## src/rtl/lcd_pkg.sv

```systemverilog
// Shared constants, decoder state encoding and bus word layout for the LCD SPI
// receive/monitor path.
package lcd_pkg;

  localparam int unsigned BYTE_W  = 8;
  localparam int unsigned WORD_W  = BYTE_W + 1;
  localparam int unsigned PIXEL_W = 16;
  localparam int unsigned CNT_W   = 3;

  // ST7789-style command codes
  localparam logic [BYTE_W-1:0] CMD_CASET = 8'h2A;
  localparam logic [BYTE_W-1:0] CMD_RASET = 8'h2B;
  localparam logic [BYTE_W-1:0] CMD_RAMWR = 8'h2C;

  // Panel geometry, used for the reset address window
  localparam int unsigned LCD_W = 240;
  localparam int unsigned LCD_H = 320;

  typedef enum logic [1:0] {
    IDLE    = 2'd0,
    PARAM_X = 2'd1,
    PARAM_Y = 2'd2,
    RAMWR   = 2'd3
  } dec_state_t;

  // One received bus word: dc flag above the byte, i.e. {dc, byte}
  typedef struct packed {
    logic              dc;
    logic [BYTE_W-1:0] data;
  } spi_word_t;

endpackage

```

## src/rtl/spi_byte_rx.sv

```systemverilog
// Passive SPI (mode 0) byte receiver: synchronizes cs/dc/sclk/mosi, detects
// sclk rising edges and assembles MSB-first bytes tagged with dc.
// Ports:
//   clk, rst_n      system clock, async active-low reset
//   lcd_cs/dc/sclk/mosi  raw bus inputs (asynchronous to clk)
//   rx_word         last complete word {dc, byte}
//   rx_valid        one-cycle strobe, rx_word is new
//   abort_err       sticky: cs rose with a partial byte in flight
module spi_byte_rx
  import lcd_pkg::*;
#(
  parameter int unsigned SYNC_STAGES = 2
) (
  input  logic      clk,
  input  logic      rst_n,
  input  logic      lcd_cs,
  input  logic      lcd_dc,
  input  logic      lcd_sclk,
  input  logic      lcd_mosi,
  output spi_word_t rx_word,
  output logic      rx_valid,
  output logic      abort_err
);

  logic [SYNC_STAGES-1:0] cs_sync;
  logic [SYNC_STAGES-1:0] dc_sync;
  logic [SYNC_STAGES-1:0] sclk_sync;
  logic [SYNC_STAGES-1:0] mosi_sync;
  logic                   cs_d;
  logic                   sclk_d;

  logic             cs_s;
  logic             dc_s;
  logic             sclk_s;
  logic             mosi_s;
  logic             sclk_rise;
  logic             bit_accept;
  // Only seven bits are held; the eighth goes straight into rx_word.
  logic [BYTE_W-2:0] shift_q;
  logic [CNT_W-1:0]  bit_cnt;

  // Input synchronizers plus one extra stage for edge detection
  always_ff @(posedge clk or negedge rst_n) begin
    if (!rst_n) begin
      cs_sync   <= '1;
      dc_sync   <= '0;
      sclk_sync <= '0;
      mosi_sync <= '0;
      cs_d      <= 1'b1;
      sclk_d    <= 1'b0;
    end else begin
      cs_sync   <= {cs_sync[SYNC_STAGES-2:0], lcd_cs};
      dc_sync   <= {dc_sync[SYNC_STAGES-2:0], lcd_dc};
      sclk_sync <= {sclk_sync[SYNC_STAGES-2:0], lcd_sclk};
      mosi_sync <= {mosi_sync[SYNC_STAGES-2:0], lcd_mosi};
      cs_d      <= cs_sync[SYNC_STAGES-1];
      sclk_d    <= sclk_sync[SYNC_STAGES-1];
    end
  end

  assign cs_s      = cs_sync[SYNC_STAGES-1];
  assign dc_s      = dc_sync[SYNC_STAGES-1];
  assign sclk_s    = sclk_sync[SYNC_STAGES-1];
  assign mosi_s    = mosi_sync[SYNC_STAGES-1];
  assign sclk_rise = sclk_s & ~sclk_d;
  // An edge arriving together with cs rising still counts (cs_d low), so a
  // byte whose last edge coincides with cs release completes cleanly.
  assign bit_accept = sclk_rise & (~cs_s | ~cs_d);

  // Shift register, bit counter and abort detection
  always_ff @(posedge clk or negedge rst_n) begin
    if (!rst_n) begin
      shift_q   <= '0;
      bit_cnt   <= '0;
      rx_word   <= '0;
      rx_valid  <= 1'b0;
      abort_err <= 1'b0;
    end else begin
      rx_valid <= 1'b0;
      if (bit_accept) begin
        shift_q <= {shift_q[BYTE_W-3:0], mosi_s};
        bit_cnt <= bit_cnt + CNT_W'(1);
        if (bit_cnt == CNT_W'(BYTE_W - 1)) begin
          rx_word  <= '{dc: dc_s, data: {shift_q, mosi_s}};
          rx_valid <= 1'b1;
        end
      end else if (cs_s) begin
        shift_q <= '0;
        bit_cnt <= '0;
        if (bit_cnt != '0) begin
          abort_err <= 1'b1;
        end
      end
    end
  end

endmodule

```

## src/rtl/lcd_spi_rx.sv

```systemverilog
// LCD SPI bus monitor: receives {dc, byte} words from the 4-wire bus and
// decodes CASET/RASET/RAMWR into an address window and coordinate-tagged
// RGB565 pixel writes.
// Optional feature macro: LCD_SPI_RX_PIXEL_EN enables RAMWR decoding, pixel
// assembly and the coordinate walker; without it the pixel outputs are 0.
// Ports:
//   sys_clk_50MHz, sys_rst_n   clock, async active-low reset
//   lcd_cs/dc/sclk/mosi        bus inputs
//   rx_word, rx_valid          last received word and its strobe
//   cmd_code                   last command byte
//   x_start/x_end/y_start/y_end  current address window
//   pixel, pix_x, pix_y, pixel_valid  pixel write and its coordinate
//   abort_err                  sticky partial-byte abort flag
module lcd_spi_rx
  import lcd_pkg::*;
#(
  parameter int unsigned SYNC_STAGES = 2,
  parameter int unsigned COORD_W     = 9
) (
  input  logic               sys_clk_50MHz,
  input  logic               sys_rst_n,
  input  logic               lcd_cs,
  input  logic               lcd_dc,
  input  logic               lcd_sclk,
  input  logic               lcd_mosi,
  output logic [WORD_W-1:0]  rx_word,
  output logic               rx_valid,
  output logic [BYTE_W-1:0]  cmd_code,
  output logic [COORD_W-1:0] x_start,
  output logic [COORD_W-1:0] x_end,
  output logic [COORD_W-1:0] y_start,
  output logic [COORD_W-1:0] y_end,
  output logic [PIXEL_W-1:0] pixel,
  output logic [COORD_W-1:0] pix_x,
  output logic [COORD_W-1:0] pix_y,
  output logic               pixel_valid,
  output logic               abort_err
);

  localparam logic [COORD_W-1:0] X_END_RST = COORD_W'(LCD_W - 1);
  localparam logic [COORD_W-1:0] Y_END_RST = COORD_W'(LCD_H - 1);

  spi_word_t word;

  spi_byte_rx #(
    .SYNC_STAGES (SYNC_STAGES)
  ) u_byte_rx (
    .clk       (sys_clk_50MHz),
    .rst_n     (sys_rst_n),
    .lcd_cs    (lcd_cs),
    .lcd_dc    (lcd_dc),
    .lcd_sclk  (lcd_sclk),
    .lcd_mosi  (lcd_mosi),
    .rx_word   (word),
    .rx_valid  (rx_valid),
    .abort_err (abort_err)
  );

  assign rx_word = word;

  dec_state_t        state_q, state_d;
  logic [1:0]        param_idx_q, param_idx_d;
  logic [BYTE_W-1:0] hi_q, hi_d;
  logic [BYTE_W-1:0] cmd_d;
  logic [COORD_W-1:0] x_start_d, x_end_d, y_start_d, y_end_d;

`ifdef LCD_SPI_RX_PIXEL_EN
  logic               phase_q, phase_d;   // 1: hi byte of a pixel is held
  logic               adv_q, adv_d;       // walker step due after a strobe
  logic [PIXEL_W-1:0] pixel_d;
  logic [COORD_W-1:0] pix_x_d, pix_y_d;
  logic               pixel_valid_d;
`endif

  // Decoder next-state and registered-output computation
  always_comb begin
    state_d     = state_q;
    param_idx_d = param_idx_q;
    hi_d        = hi_q;
    cmd_d       = cmd_code;
    x_start_d   = x_start;
    x_end_d     = x_end;
    y_start_d   = y_start;
    y_end_d     = y_end;
`ifdef LCD_SPI_RX_PIXEL_EN
    phase_d       = phase_q;
    adv_d         = 1'b0;
    pixel_d       = pixel;
    pix_x_d       = pix_x;
    pix_y_d       = pix_y;
    pixel_valid_d = 1'b0;

    // Window walk, one cycle after the pixel strobe
    if (adv_q) begin
      if (pix_x == x_end) begin
        pix_x_d = x_start;
        pix_y_d = (pix_y == y_end) ? y_start : pix_y + COORD_W'(1);
      end else begin
        pix_x_d = pix_x + COORD_W'(1);
      end
    end
`endif

    if (rx_valid) begin
      if (!word.dc) begin
        // Any command restarts decoding and drops partial parameters/pixels
        cmd_d       = word.data;
        param_idx_d = '0;
`ifdef LCD_SPI_RX_PIXEL_EN
        phase_d = 1'b0;
`endif
        case (word.data)
          CMD_CASET: state_d = PARAM_X;
          CMD_RASET: state_d = PARAM_Y;
`ifdef LCD_SPI_RX_PIXEL_EN
          CMD_RAMWR: begin
            state_d = RAMWR;
            pix_x_d = x_start;
            pix_y_d = y_start;
          end
`endif
          default:   state_d = IDLE;
        endcase
      end else begin
        case (state_q)
          PARAM_X, PARAM_Y: begin
            param_idx_d = param_idx_q + 2'd1;
            case (param_idx_q)
              2'd0, 2'd2: hi_d = word.data;
              2'd1: begin
                if (state_q == PARAM_X) x_start_d = COORD_W'({hi_q, word.data});
                else                    y_start_d = COORD_W'({hi_q, word.data});
              end
              default: begin
                if (state_q == PARAM_X) x_end_d = COORD_W'({hi_q, word.data});
                else                    y_end_d = COORD_W'({hi_q, word.data});
                state_d = IDLE;
              end
            endcase
          end
`ifdef LCD_SPI_RX_PIXEL_EN
          RAMWR: begin
            if (!phase_q) begin
              hi_d    = word.data;
              phase_d = 1'b1;
            end else begin
              pixel_d       = {hi_q, word.data};
              pixel_valid_d = 1'b1;
              adv_d         = 1'b1;
              phase_d       = 1'b0;
            end
          end
`endif
          default: ;
        endcase
      end
    end
  end

  // Decoder state and output registers
  always_ff @(posedge sys_clk_50MHz or negedge sys_rst_n) begin
    if (!sys_rst_n) begin
      state_q     <= IDLE;
      param_idx_q <= '0;
      hi_q        <= '0;
      cmd_code    <= '0;
      x_start     <= '0;
      x_end       <= X_END_RST;
      y_start     <= '0;
      y_end       <= Y_END_RST;
`ifdef LCD_SPI_RX_PIXEL_EN
      phase_q     <= 1'b0;
      adv_q       <= 1'b0;
      pixel       <= '0;
      pix_x       <= '0;
      pix_y       <= '0;
      pixel_valid <= 1'b0;
`endif
    end else begin
      state_q     <= state_d;
      param_idx_q <= param_idx_d;
      hi_q        <= hi_d;
      cmd_code    <= cmd_d;
      x_start     <= x_start_d;
      x_end       <= x_end_d;
      y_start     <= y_start_d;
      y_end       <= y_end_d;
`ifdef LCD_SPI_RX_PIXEL_EN
      phase_q     <= phase_d;
      adv_q       <= adv_d;
      pixel       <= pixel_d;
      pix_x       <= pix_x_d;
      pix_y       <= pix_y_d;
      pixel_valid <= pixel_valid_d;
`endif
    end
  end

`ifndef LCD_SPI_RX_PIXEL_EN
  assign pixel       = '0;
  assign pix_x       = '0;
  assign pix_y       = '0;
  assign pixel_valid = 1'b0;
`endif

endmodule

```

## config.mk

```make
export PLATFORM = sky130hd
export DESIGN_NAME = lcd_spi_rx
export DESIGN_NICKNAME = d
export VERILOG_FILES = /design/src/rtl/lcd_pkg.sv /design/src/rtl/spi_byte_rx.sv /design/src/rtl/lcd_spi_rx.sv
export SDC_FILE = /design/constraint.sdc
export NUM_CORES = 1
export LEC_CHECK = 0
export CAP_MARGIN = 20
export CORE_AREA = 3 3 73 103
export CTS_BUF_LIST = sky130_fd_sc_hd__clkbuf_16
export DETAILED_ROUTE_END_ITERATION = 8
export DIE_AREA = 0 0 76 106
export GPL_TIMING_DRIVEN = 0
export HOLD_SLACK_MARGIN = 0.06
export PLACE_DENSITY = 0.91
export SETUP_SLACK_MARGIN = 0.15
export SYNTH_ARGS = -nofsm -noshare
export SYNTH_HDL_FRONTEND = slang
export SYNTH_SLANG_ARGS = --single-unit
```

## constraint.sdc

```tcl
create_clock -name sys_clk_50MHz -period 4 [get_ports sys_clk_50MHz]
set_clock_uncertainty 0.05 [all_clocks]
set_input_delay 0.8 -clock sys_clk_50MHz [delete_from_list [all_inputs] [get_ports sys_clk_50MHz]]
set_output_delay 0.8 -clock sys_clk_50MHz [all_outputs]
set_load 0.02 [all_outputs]
```

==> impl_metrics.py, run 1 <==
metrics = {
    "global_route": {
        "first_global_vias": 2141,
        "grt_overflow_total": 0,
        "grt_first_pass_wirelength_um": 10600,
        "grt_max_degree": 62,
        "track_usage_pct": 16.6,
        "antenna_found_initial": 0,
    },
    "synth": {
        "synth_top_cells_by_area": "sky130_fd_sc_hd__dfrtp_1 (47%), sky130_fd_sc_hd__mux2_2 (15%), sky130_fd_sc_hd__dfstp_2 (13%)",
        "synth_edf_count": 0,
        "most_frequent_cell_after_synthesis": "sky130_fd_sc_hd__dfrtp_1",
        "syn_area_um2": 3380,
        "synth_flop_cell": "sky130_fd_sc_hd__dfrtp_1",
        "synth_sequential_area_ratio_pct": 59.9,
        "yosys.cell_types.count": 34,
        "ys_ff_latch": 80,
        "ys_warn_count": 0,
        "commonest_cells_in_the_netlist": "sky130_fd_sc_hd__dfrtp_1 (63), sky130_fd_sc_hd__mux2_2 (44), sky130_fd_sc_hd__buf_4 (36), sky130_fd_sc_hd__dfstp_2 (17), sky130_fd_sc_hd__inv_1 (10)",
        "syn_area_per_cell_um2": 14.6,
        "netlist.area_leader.share_pct": 46.6,
        "yosysTopAreaCell": "sky130_fd_sc_hd__dfrtp_1",
        "postSynthCellCount": 232,
        "synth-async-reset-ratio_pct": 100,
    },
    "critical_path": {
        "worst-endpoint-arrival_ps": 1520,
        "path_cells": "clkdlybuf4s50_1",
        "crit_type": "reg -> out",
        "critical_path.max_stage_delay_ps": 670,
        "crit_cells": 1,
        "timing.critical_path.slowest_stage_cell": "sky130_fd_sc_hd__clkdlybuf4s50_1",
        "worst_r2r_path_depth": 4,
        "crit_path_end_kind": "primary output",
        "worstPathBufferInverterCount": 1,
        "critical_path_required_ps": 3150,
        "crit_fanout": 9,
        "cell_class_contributing_the_biggest_share_of_worst_path_delay": "buffers and inverters",
        "startpoint_type": "flop",
    },
    "run_status": {
        "run_status": "finished, final reports clean",
    },
    "min_path": {
        "hold_class": "in -> async",
    },
    "routing": {
        "antenna_left": 0,
        "detail_route.first_pass.iterations": 4,
        "routed_wl_um": 6120,
        "drt-wirelength-per-cell_um": 14.1,
        "detail_route.iter0.violations": 107,
        "drc_errors": 0,
        "vias_per_cell": 4.64,
        "num_vias": 2018,
    },
    "placement": {
        "place.gp.congestion": 0.835,
        "final_hpwl_dp_um": 4520,
        "port-buffer-count": 60,
    },
    "sta": {
        "highest_clock_frequency_the_design_can_meet_mhz": 422,
        "report.final.slew_viol_count": 0,
        "timing_worst_slew_pin_value_ps": 629,
        "finalCritPeriodShare_pct": 59.2,
        "post-route-min-period_ps": 2370,
        "tns_ps": 0,
        "max-slew-margin-rel_pct": 57.9,
        "rsz0062_at_grt": "no",
        "setup-violations-final": 0,
        "finalHoldViolCount": 0,
    },
    "floorplanning": {
        "die_x_um": 76,
        "dieArea_um2": 8060,
        "start_util_pct": 51.1,
        "floorplan.rows": 35,
        "design.portCount": 96,
        "die-height_um": 106,
        "placeable_core_area_um2": 6610,
    },
    "clocking": {
        "clock-root-buffer": "sky130_fd_sc_hd__clkbuf_16",
        "buffers_inserted_by_post_cts_timing_repair": 0,
        "htreeDepth": 3,
        "cts-resized-gates": 0,
        "tritoncts": "built",
        "clkSinkCount": 80,
        "cts.clk_slew.worst_paths_ps": 60,
        "clkLatencyLatePin_ps": 320,
        "cts_buffers": 9,
        "cts-hold-fix-buffers": 0,
        "clock_tree.buffer_depth": 2,
    },
    "final_layout": {
        "fillers": 445,
        "layout-area-overhead-vs-synth_pct": 33.5,
        "design.final.nets": 352,
        "post_route_cells_drive_above_1_share_pct": 37.0,
        "antenna_cells": 0,
    },
    "run": {
        "max-cap-violations": 0,
    },
    "power_and_ir_drop": {
        "design_power_total_w": 0.00162,
        "p_per_area_nw_per_um2": 360,
        "switching_share_pct": 22.0,
        "power_switching_w": 0.000357,
        "max-vdd-ir-drop_v": 0.000249,
        "internal_power_w": 0.00127,
        "power.sequential.fraction_pct": 50.8,
        "p_leak_nw": 2.22,
        "p_comb_share_pct": 5.6,
        "power.clock.fraction_pct": 43.6,
    },
}
[placed cells by master (no fill, tap or decap), drive strengths merged, types with 3 or more instances in the layout]
cell            n
a22o            9
inv            11
clkdlybuf4s50  59
dfstp          17
conb           35
clkinvlp        3
o22ai           4
mux2           53
clkinv          3
dfrtp          63
buf            41
clkbuf         10
ha              8
[final timing paths]
kind	from	to	slack, ps
worst max register to register	state_q[0]$_DFFE_PN0P_	y_start[2]$_DFFE_PN0P_	1850
max in group asynchronous	sys_rst_n	u_byte_rx.cs_sync[0]$_DFF_PN1_	2980
worst max-delay path	u_byte_rx.rx_word[0]$_DFFE_PN0P_	rx_word[0]	1630
min in group sys_clk_50MHz	u_byte_rx.mosi_sync[0]$_DFF_PN0_	u_byte_rx.mosi_sync[1]$_DFF_PN0_	300
worst min-delay path	sys_rst_n	y_start[8]$_DFFE_PN0P_	300
worst min register to register	u_byte_rx.mosi_sync[0]$_DFF_PN0_	u_byte_rx.mosi_sync[1]$_DFF_PN0_	300
[routing by layer]
layer | track usage (%) | up-vias | share of wire, %
li1 | - | 952 | -
met3 | 4.66 | 10 | 5.6
met4 | 6.61 | 0 | 1.8
met5 | 0 | - | 0
met2 | 28.9 | 82 | 53
met1 | 19.3 | 974 | 40
[power by group through the flow]
stage | clock network, W | registers [W] | logic (W)
2_1_floorplan | 0 | 0.000837 | 0.0000647
3_3_place_gp | 0 | 0.000838 | 0.0000863
6_report | 0.000708 | 0.000825 | 0.0000917
4_1_cts | 0.000726 | 0.000825 | 0.0000917
5_1_grt | 0.000766 | 0.000825 | 0.000102
3_5_place_dp | 0 | 0.000838 | 0.0000913
[flip-flops by register name (all words and copies together) (netlist names)]
| signal | count |
|---|---|
| u_byte_rx.dc_sync | 2 |
| state_q | 2 |
| u_byte_rx.cs_sync | 2 |
| u_byte_rx.rx_valid | 1 |
| u_byte_rx.shift_q | 7 |
| hi_q | 1 |
| u_byte_rx.abort_err | 1 |
| y_start | 9 |
| param_idx_q | 2 |
| u_byte_rx.sclk_sync | 2 |
| x_start | 9 |
| u_byte_rx.bit_cnt | 3 |
| u_byte_rx.cs_d | 1 |
| u_byte_rx.sclk_d | 1 |
| u_byte_rx.mosi_sync | 2 |
| x_end | 9 |
| cmd_code | 8 |
| u_byte_rx.rx_word | 9 |
| y_end | 9 |
[metrics by stage]
step | area, um^2 | instances | setup WS (ps) | util [%] | hold WS, ps
floorplan | 3510 | 266 | 2220 | - | 281
global placement | 4220 | 418 | -467 | 63.9 | 283
detailed placement | 4250 | 419 | 1930 | 64.2 | 286
CTS | 4510 | 435 | 1620 | 68.2 | 298
global route | 4510 | 435 | 1560 | 68.2 | 304
finish | 4510 | 435 | 1630 | 68.2 | 297
[cells by family (layout without fill, tap and decap cells)]
kind of cell | after synthesis | in the layout | share of synthesized area [%]
buf+inv | 50 | 127 | 9.85
fa+ha+maj | 8 | 8 | 2.96
compound gates | 22 | 22 | 4.78
flops | 80 | 80 | 59.9
mux | 53 | 53 | 18.7
other cells | 1 | 35 | 0.111
simple gates | 18 | 18 | 3.78
[cell type report]
type | instances | area [um^2] | area share [%]
clock buffer | 9 | 225 | 4.99
inverter | 10 | 37.5 | 0.832
multi-input combinational | 136 | 1150 | 25.5
timing repair buffer | 61 | 626 | 13.9
sequential | 80 | 2020 | 44.8
tap | 92 | 115 | 2.55
buffer | 40 | 295 | 6.54
clock inverter | 7 | 40.0 | 0.887
No activity file was read; power rests on OpenSTA's default activity.
==> inputs of run 2 (changes only) <==
--- a/config.mk
+++ b/config.mk
@@ -6,13 +6,13 @@
 export NUM_CORES = 1
 export LEC_CHECK = 0
 export CAP_MARGIN = 20
-export CORE_AREA = 3 3 73 103
+export CORE_AREA = 3 3 76 107
 export CTS_BUF_LIST = sky130_fd_sc_hd__clkbuf_16
 export DETAILED_ROUTE_END_ITERATION = 8
-export DIE_AREA = 0 0 76 106
+export DIE_AREA = 0 0 79 110
 export GPL_TIMING_DRIVEN = 0
 export HOLD_SLACK_MARGIN = 0.06
-export PLACE_DENSITY = 0.91
+export PLACE_DENSITY = 0.85
 export SETUP_SLACK_MARGIN = 0.15
 export SYNTH_ARGS = -nofsm -noshare
 export SYNTH_HDL_FRONTEND = slang
==> constraint.sdc (replaced) <==
create_clock -name sys_clk_50MHz -period 2.45 [get_ports sys_clk_50MHz]
set_clock_uncertainty 0.05 [all_clocks]
set_input_delay 0.49 -clock sys_clk_50MHz [delete_from_list [all_inputs] [get_ports sys_clk_50MHz]]
set_output_delay 0.49 -clock sys_clk_50MHz [all_outputs]
set_load 0.02 [all_outputs]
==> run 2 against run 1 <==
Via count shrank 0.45%; final cell count grew 1.4%; die area grew 7.9%; worst hold slack got worse by 0.60 ps; critical path type is now reg -> reg; largest power group unchanged; sequential cell count did not move; utilization is 6.3 points lower; worst setup slack worse by 1300 ps; clock power grew 64%; routed wire length grew 1.3%; power increased by 64%.
==> impl_metrics.py, run 2 (same netlist as run 1, synthesis figures left out) <==
metrics = {
    "global_route": {
        "grt_max_degree": 75,
        "grt_overflow_total": 0,
        "grt.busiest_layer": "met2",
        "first_global_vias": 2048,
        "track_usage_pct": 15.3,
        "use_met2_pct": 25.6,
        "grt_first_pass_wirelength_um": 10200,
        "globalRouteMet1Util_pct": 18.2,
        "antenna_found_initial": 0,
        "use_met3_pct": 3.74,
    },
    "placement": {
        "place.gp.congestion": 0.757,
        "dpl_worst_slack_ps": 319,
        "final_hpwl_dp_um": 4470,
        "port-buffer-count": 60,
    },
    "floorplanning": {
        "placeable_core_area_um2": 7310,
        "dieArea_um2": 8690,
        "floorplan.rows": 37,
        "die-height_um": 110,
        "start_util_pct": 46.2,
        "die_x_um": 79,
        "design.portCount": 96,
    },
    "final_layout": {
        "antenna_cells": 0,
        "layout-area-overhead-vs-synth_pct": 34.0,
        "post_route_cells_drive_above_1_share_pct": 37.2,
        "area.sequential_um2": 2020,
        "fillers": 602,
        "layout_commonest_cell": "sky130_fd_sc_hd__dfrtp_1",
        "mostFrequentLayoutCells": "sky130_fd_sc_hd__dfrtp_1 (63), sky130_fd_sc_hd__clkdlybuf4s50_1 (59), sky130_fd_sc_hd__mux2_2 (44)",
        "design.final.nets": 353,
        "multiInputGateArea_um2": 1150,
    },
    "sta": {
        "finalCritPeriodShare_pct": 86.0,
        "highest_clock_frequency_the_design_can_meet_mhz": 474,
        "rsz0062_at_grt": "no",
        "report.final.slew_viol_count": 0,
        "finalHoldViolCount": 0,
        "post-route-min-period_ps": 2110,
        "final.setup.worst_slack_ps": 342,
        "timing_worst_slew_pin_value_ps": 622,
        "max-slew-margin-rel_pct": 58.4,
        "tns_ps": 0,
        "setup-violations-final": 0,
    },
    "clocking": {
        "cts-resized-gates": 0,
        "clock_tree.buffer_depth": 2,
        "cts.clk_slew.worst_paths_ps": 60,
        "clkSinkCount": 80,
        "clock-root-buffer": "sky130_fd_sc_hd__clkbuf_16",
        "clkLatencyLatePin_ps": 320,
        "htreeDepth": 3,
        "tritoncts": "built",
        "cts_buffers": 9,
    },
    "critical_path": {
        "critical_path_required_ps": 2600,
        "critPathLaunch": "state_q[0]$_DFFE_PN0P_",
        "startpoint_type": "flop",
        "crit_path_end_kind": "flop",
        "worst-endpoint-arrival_ps": 2260,
        "crit_type": "reg -> reg",
        "crit_fanout": 9,
        "regToRegStartpoint": "state_q[0]$_DFFE_PN0P_",
    },
    "run": {
        "max-cap-violations": 0,
    },
    "power_and_ir_drop": {
        "p_leak_nw": 2.23,
        "p_per_area_nw_per_um2": 587,
        "max-vdd-ir-drop_v": 0.000436,
        "design_power_total_w": 0.00266,
    },
    "routing": {
        "detail_route.first_pass.iterations": 4,
        "routed_wl_um": 6200,
        "drc_errors": 0,
        "antenna_left": 0,
        "num_vias": 2009,
        "drt-wirelength-per-cell_um": 14.1,
        "detail_route.iter0.violations": 141,
        "vias_per_cell": 4.56,
    },
    "min_path": {
        "hold_start": "u_byte_rx.mosi_sync[0]$_DFF_PN0_",
        "hold_class": "reg -> reg",
    },
    "run_status": {
        "run_status": "finished, final reports clean",
    },
}
==> run 2: critical path: stages (launching register included) <==
cell and delay, ps:
sky130_fd_sc_hd__dfrtp_1 380, sky130_fd_sc_hd__ha_1 400, sky130_fd_sc_hd__nand4b_1 250, sky130_fd_sc_hd__nor2_2 500, sky130_fd_sc_hd__mux2_2 410
==> run 2: timing repair <==
item,4_1_cts,5_1_grt
setup endpoints to repair,0,0
hold endpoints to repair,5,0
buffers inserted,0,0
hold buffers,1,0
==> run 2: cell type report <==
class                      count  share of cell area (%)
tap                           97                    2.68
sequential                    80                    44.7
multi-input combinational    136                    25.4
clock buffer                   9                    4.97
inverter                      10                   0.829
clock inverter                 7                   0.857
timing repair buffer          62                    14.0
buffer                        40                    6.52
==> run 2: through the flow <==
stage | instances | hold slack (ps) | utilization (%) | cell area (um^2)
after floorplan | 266 | 144 | - | 3510
after global placement | 423 | 283 | 57.8 | 4230
after detailed placement | 424 | 270 | 58.2 | 4250
after CTS | 441 | 298 | 61.9 | 4530
after global routing | 441 | 298 | 61.9 | 4530
final | 441 | 296 | 61.9 | 4530
==> run 2: final timing paths <==
check,to,slack (ps),cells past startpoint
worst min register to register,u_byte_rx.mosi_sync[1]$_DFF_PN0_,300,0
max in group asynchronous,u_byte_rx.cs_d$_DFF_PN1_,1270,3
worst min-delay path,u_byte_rx.mosi_sync[1]$_DFF_PN0_,300,0
worst max-delay path,y_start[3]$_DFFE_PN0P_,340,4
worst max register to register,y_start[3]$_DFFE_PN0P_,340,4
min in group asynchronous,x_end[8]$_DFFE_PN0P_,490,2
==> run 2: metal layers <==
metal	wire, um	vias to the layer above
li1	-	960
met1	2540	959
met2	3140	76
met3	368	14
met4	153	0
met5	0	-
==> run 2: report_power, final <==
group	internal, W	switching, W	leakage (nW)
Sequential	0.00134	0.00000763	1.03
Clock	0.000673	0.000487	0.128
Combinational	0.0000587	0.0000918	1.07
Total	0.00207	0.000586	2.23
==> patch: new RTL, settings of run 1 <==
Change the package constant `CNT_W` from 3 to 2.
--- a/src/rtl/lcd_pkg.sv
+++ b/src/rtl/lcd_pkg.sv
@@ -5,7 +5,7 @@
   localparam int unsigned BYTE_W  = 8;
   localparam int unsigned WORD_W  = BYTE_W + 1;
   localparam int unsigned PIXEL_W = 16;
-  localparam int unsigned CNT_W   = 3;
+  localparam int unsigned CNT_W   = 2;
 
   // ST7789-style command codes
   localparam logic [BYTE_W-1:0] CMD_CASET = 8'h2A;
Behaviour: not the same (a bounded check fails within 10 cycles, from zero or initial values and one cycle with sys_rst_n low).
==> patch against run 1 <==
  * Wire length is 3.1% higher
  * Total power is 15% higher
  * Synthesized area is 0.93% lower
  * First-iteration DRC count is 20% lower
  * Sequential cell count is 1 lower
  * Cell area is 1.1% higher
  * Combinational power is 21% higher
  * Hold slack worse by 0.0031 ns
  * Worst setup slack worse by 0.0037 ns
  * Core utilization is 0.72 points higher
  * Critical path type unchanged
  * Largest power group is now the clock network
  * Highest routed layer unchanged
==> patch: results (changes against run 1) <==
metric,value,unit,change
use_met2,29.1,%,was 28.9%
p_leak,2.26,nW,was 2.22 nW
status,"finished, final reports clean",,unchanged
finalNetCount,347,,was 352
yosys-top-cells-count,"dfrtp_1, mux2_2, buf_4",,unchanged
r2r-end,y_start[3]$_DFFE_PN0P_,,was y_start[2]$_DFFE_PN0P_
drive_above_1_share,38.3,%,was 37.0%
grt.total_usage,16.9,%,was 16.6%
fill_cells,471,,was 445
place_congestion,0.724,,was 0.835
synthArstFlopShare,100,%,unchanged
grt_pass1_vias,2093,,was 2141
crit_path_max_incr_delay,0.69,ns,was 0.67 ns
synth.distinct_cells,36,,was 34
netlist_top_cells_area,"dfrtp_1, mux2_2, dfstp_2",,unchanged
dr.first_iter.drc_count,86,,was 107
drt_wl_total,6310,um,was 6120 um
place_ws,1.87,ns,was 1.93 ns
dpl.hpwl,4400,um,was 4520 um
power.switching,391,uW,was 357 uW
vias,1980,,was 2018
ir_worst_vdd,0.000253,V,was 0.000249 V
gr-usage-met1,19.5,%,was 19.3%
grt_pass1_wl,10600,um,about the same
rr_worst_depth,4,,unchanged
grt_util_met3,3.56,%,was 4.66%
relSlewSlack,58.6,%,was 57.9%
slowest_stage,clkdlybuf4s50_1,,unchanged
patch: area by class of cell:
type | count | share of cell area (%)
timing repair buffer | 61 | 13.7
multi-input combinational | 134 | 25.2
clock inverter | 7 | 2.61
clock buffer | 9 | 4.94
sequential | 79 | 43.8
buffer | 40 | 6.47
tap | 92 | 2.52
inverter | 9 | 0.741
patch: metal layers:
metal,up-vias,wire length [um]
met5,-,0
met4,0,174
met3,14,294
met2,69,3340
met1,952,2510
li1,945,-
patch: per-stage QoR:
| stage | total power, mW | utilization [%] | cells | cell area [um^2] |
|---|---|---|---|---|
| after global routing | 1.92 | 69.0 | 431 | 4560 |
| after global placement | 0.944 | 63.4 | 414 | 4190 |
| after floorplan | 0.911 | - | 262 | 3480 |
| after detailed placement | 0.950 | 63.8 | 415 | 4220 |
| after CTS | 1.88 | 69.0 | 431 | 4560 |
| final | 1.86 | 69.0 | 431 | 4560 |
patch: cell families (layout without fill, tap and decap cells):
group / after synthesis / after routing / synth area share (%)
DFF: 79 / 79 / 59.7
muxes: 53 / 53 / 18.8
buffers and inverters: 49 / 126 / 9.83
AOI/OAI and AO/OA: 20 / 20 / 4.41
and+or+nand+nor: 19 / 19 / 4.52
adders and majority gates: 7 / 7 / 2.62
other: 1 / 35 / 0.112
patch: worst max path at each step:
stage,to,slack [ns],from
floorplan,x_start[0]$_DFFE_PN0P_,2.23,state_q[0]$_DFFE_PN0P_
global placement,y_start[6]$_DFFE_PN0P_,-0.46,sys_rst_n
detailed placement,y_start[8]$_DFFE_PN0P_,1.87,state_q[0]$_DFFE_PN0P_
CTS,rx_word[0],1.60,u_byte_rx.rx_word[0]$_DFFE_PN0P_
global route,rx_word[4],1.57,u_byte_rx.rx_word[4]$_DFFE_PN0P_
finish,rx_word[0],1.63,u_byte_rx.rx_word[0]$_DFFE_PN0P_
patch: power by group through the flow:
stage	registers, mW	clock network, mW	logic, mW
floorplan	0.840	0	0.0706
global placement	0.839	0	0.105
detailed placement	0.840	0	0.110
CTS	0.826	0.938	0.111
global route	0.827	0.972	0.121
finish	0.826	0.925	0.111
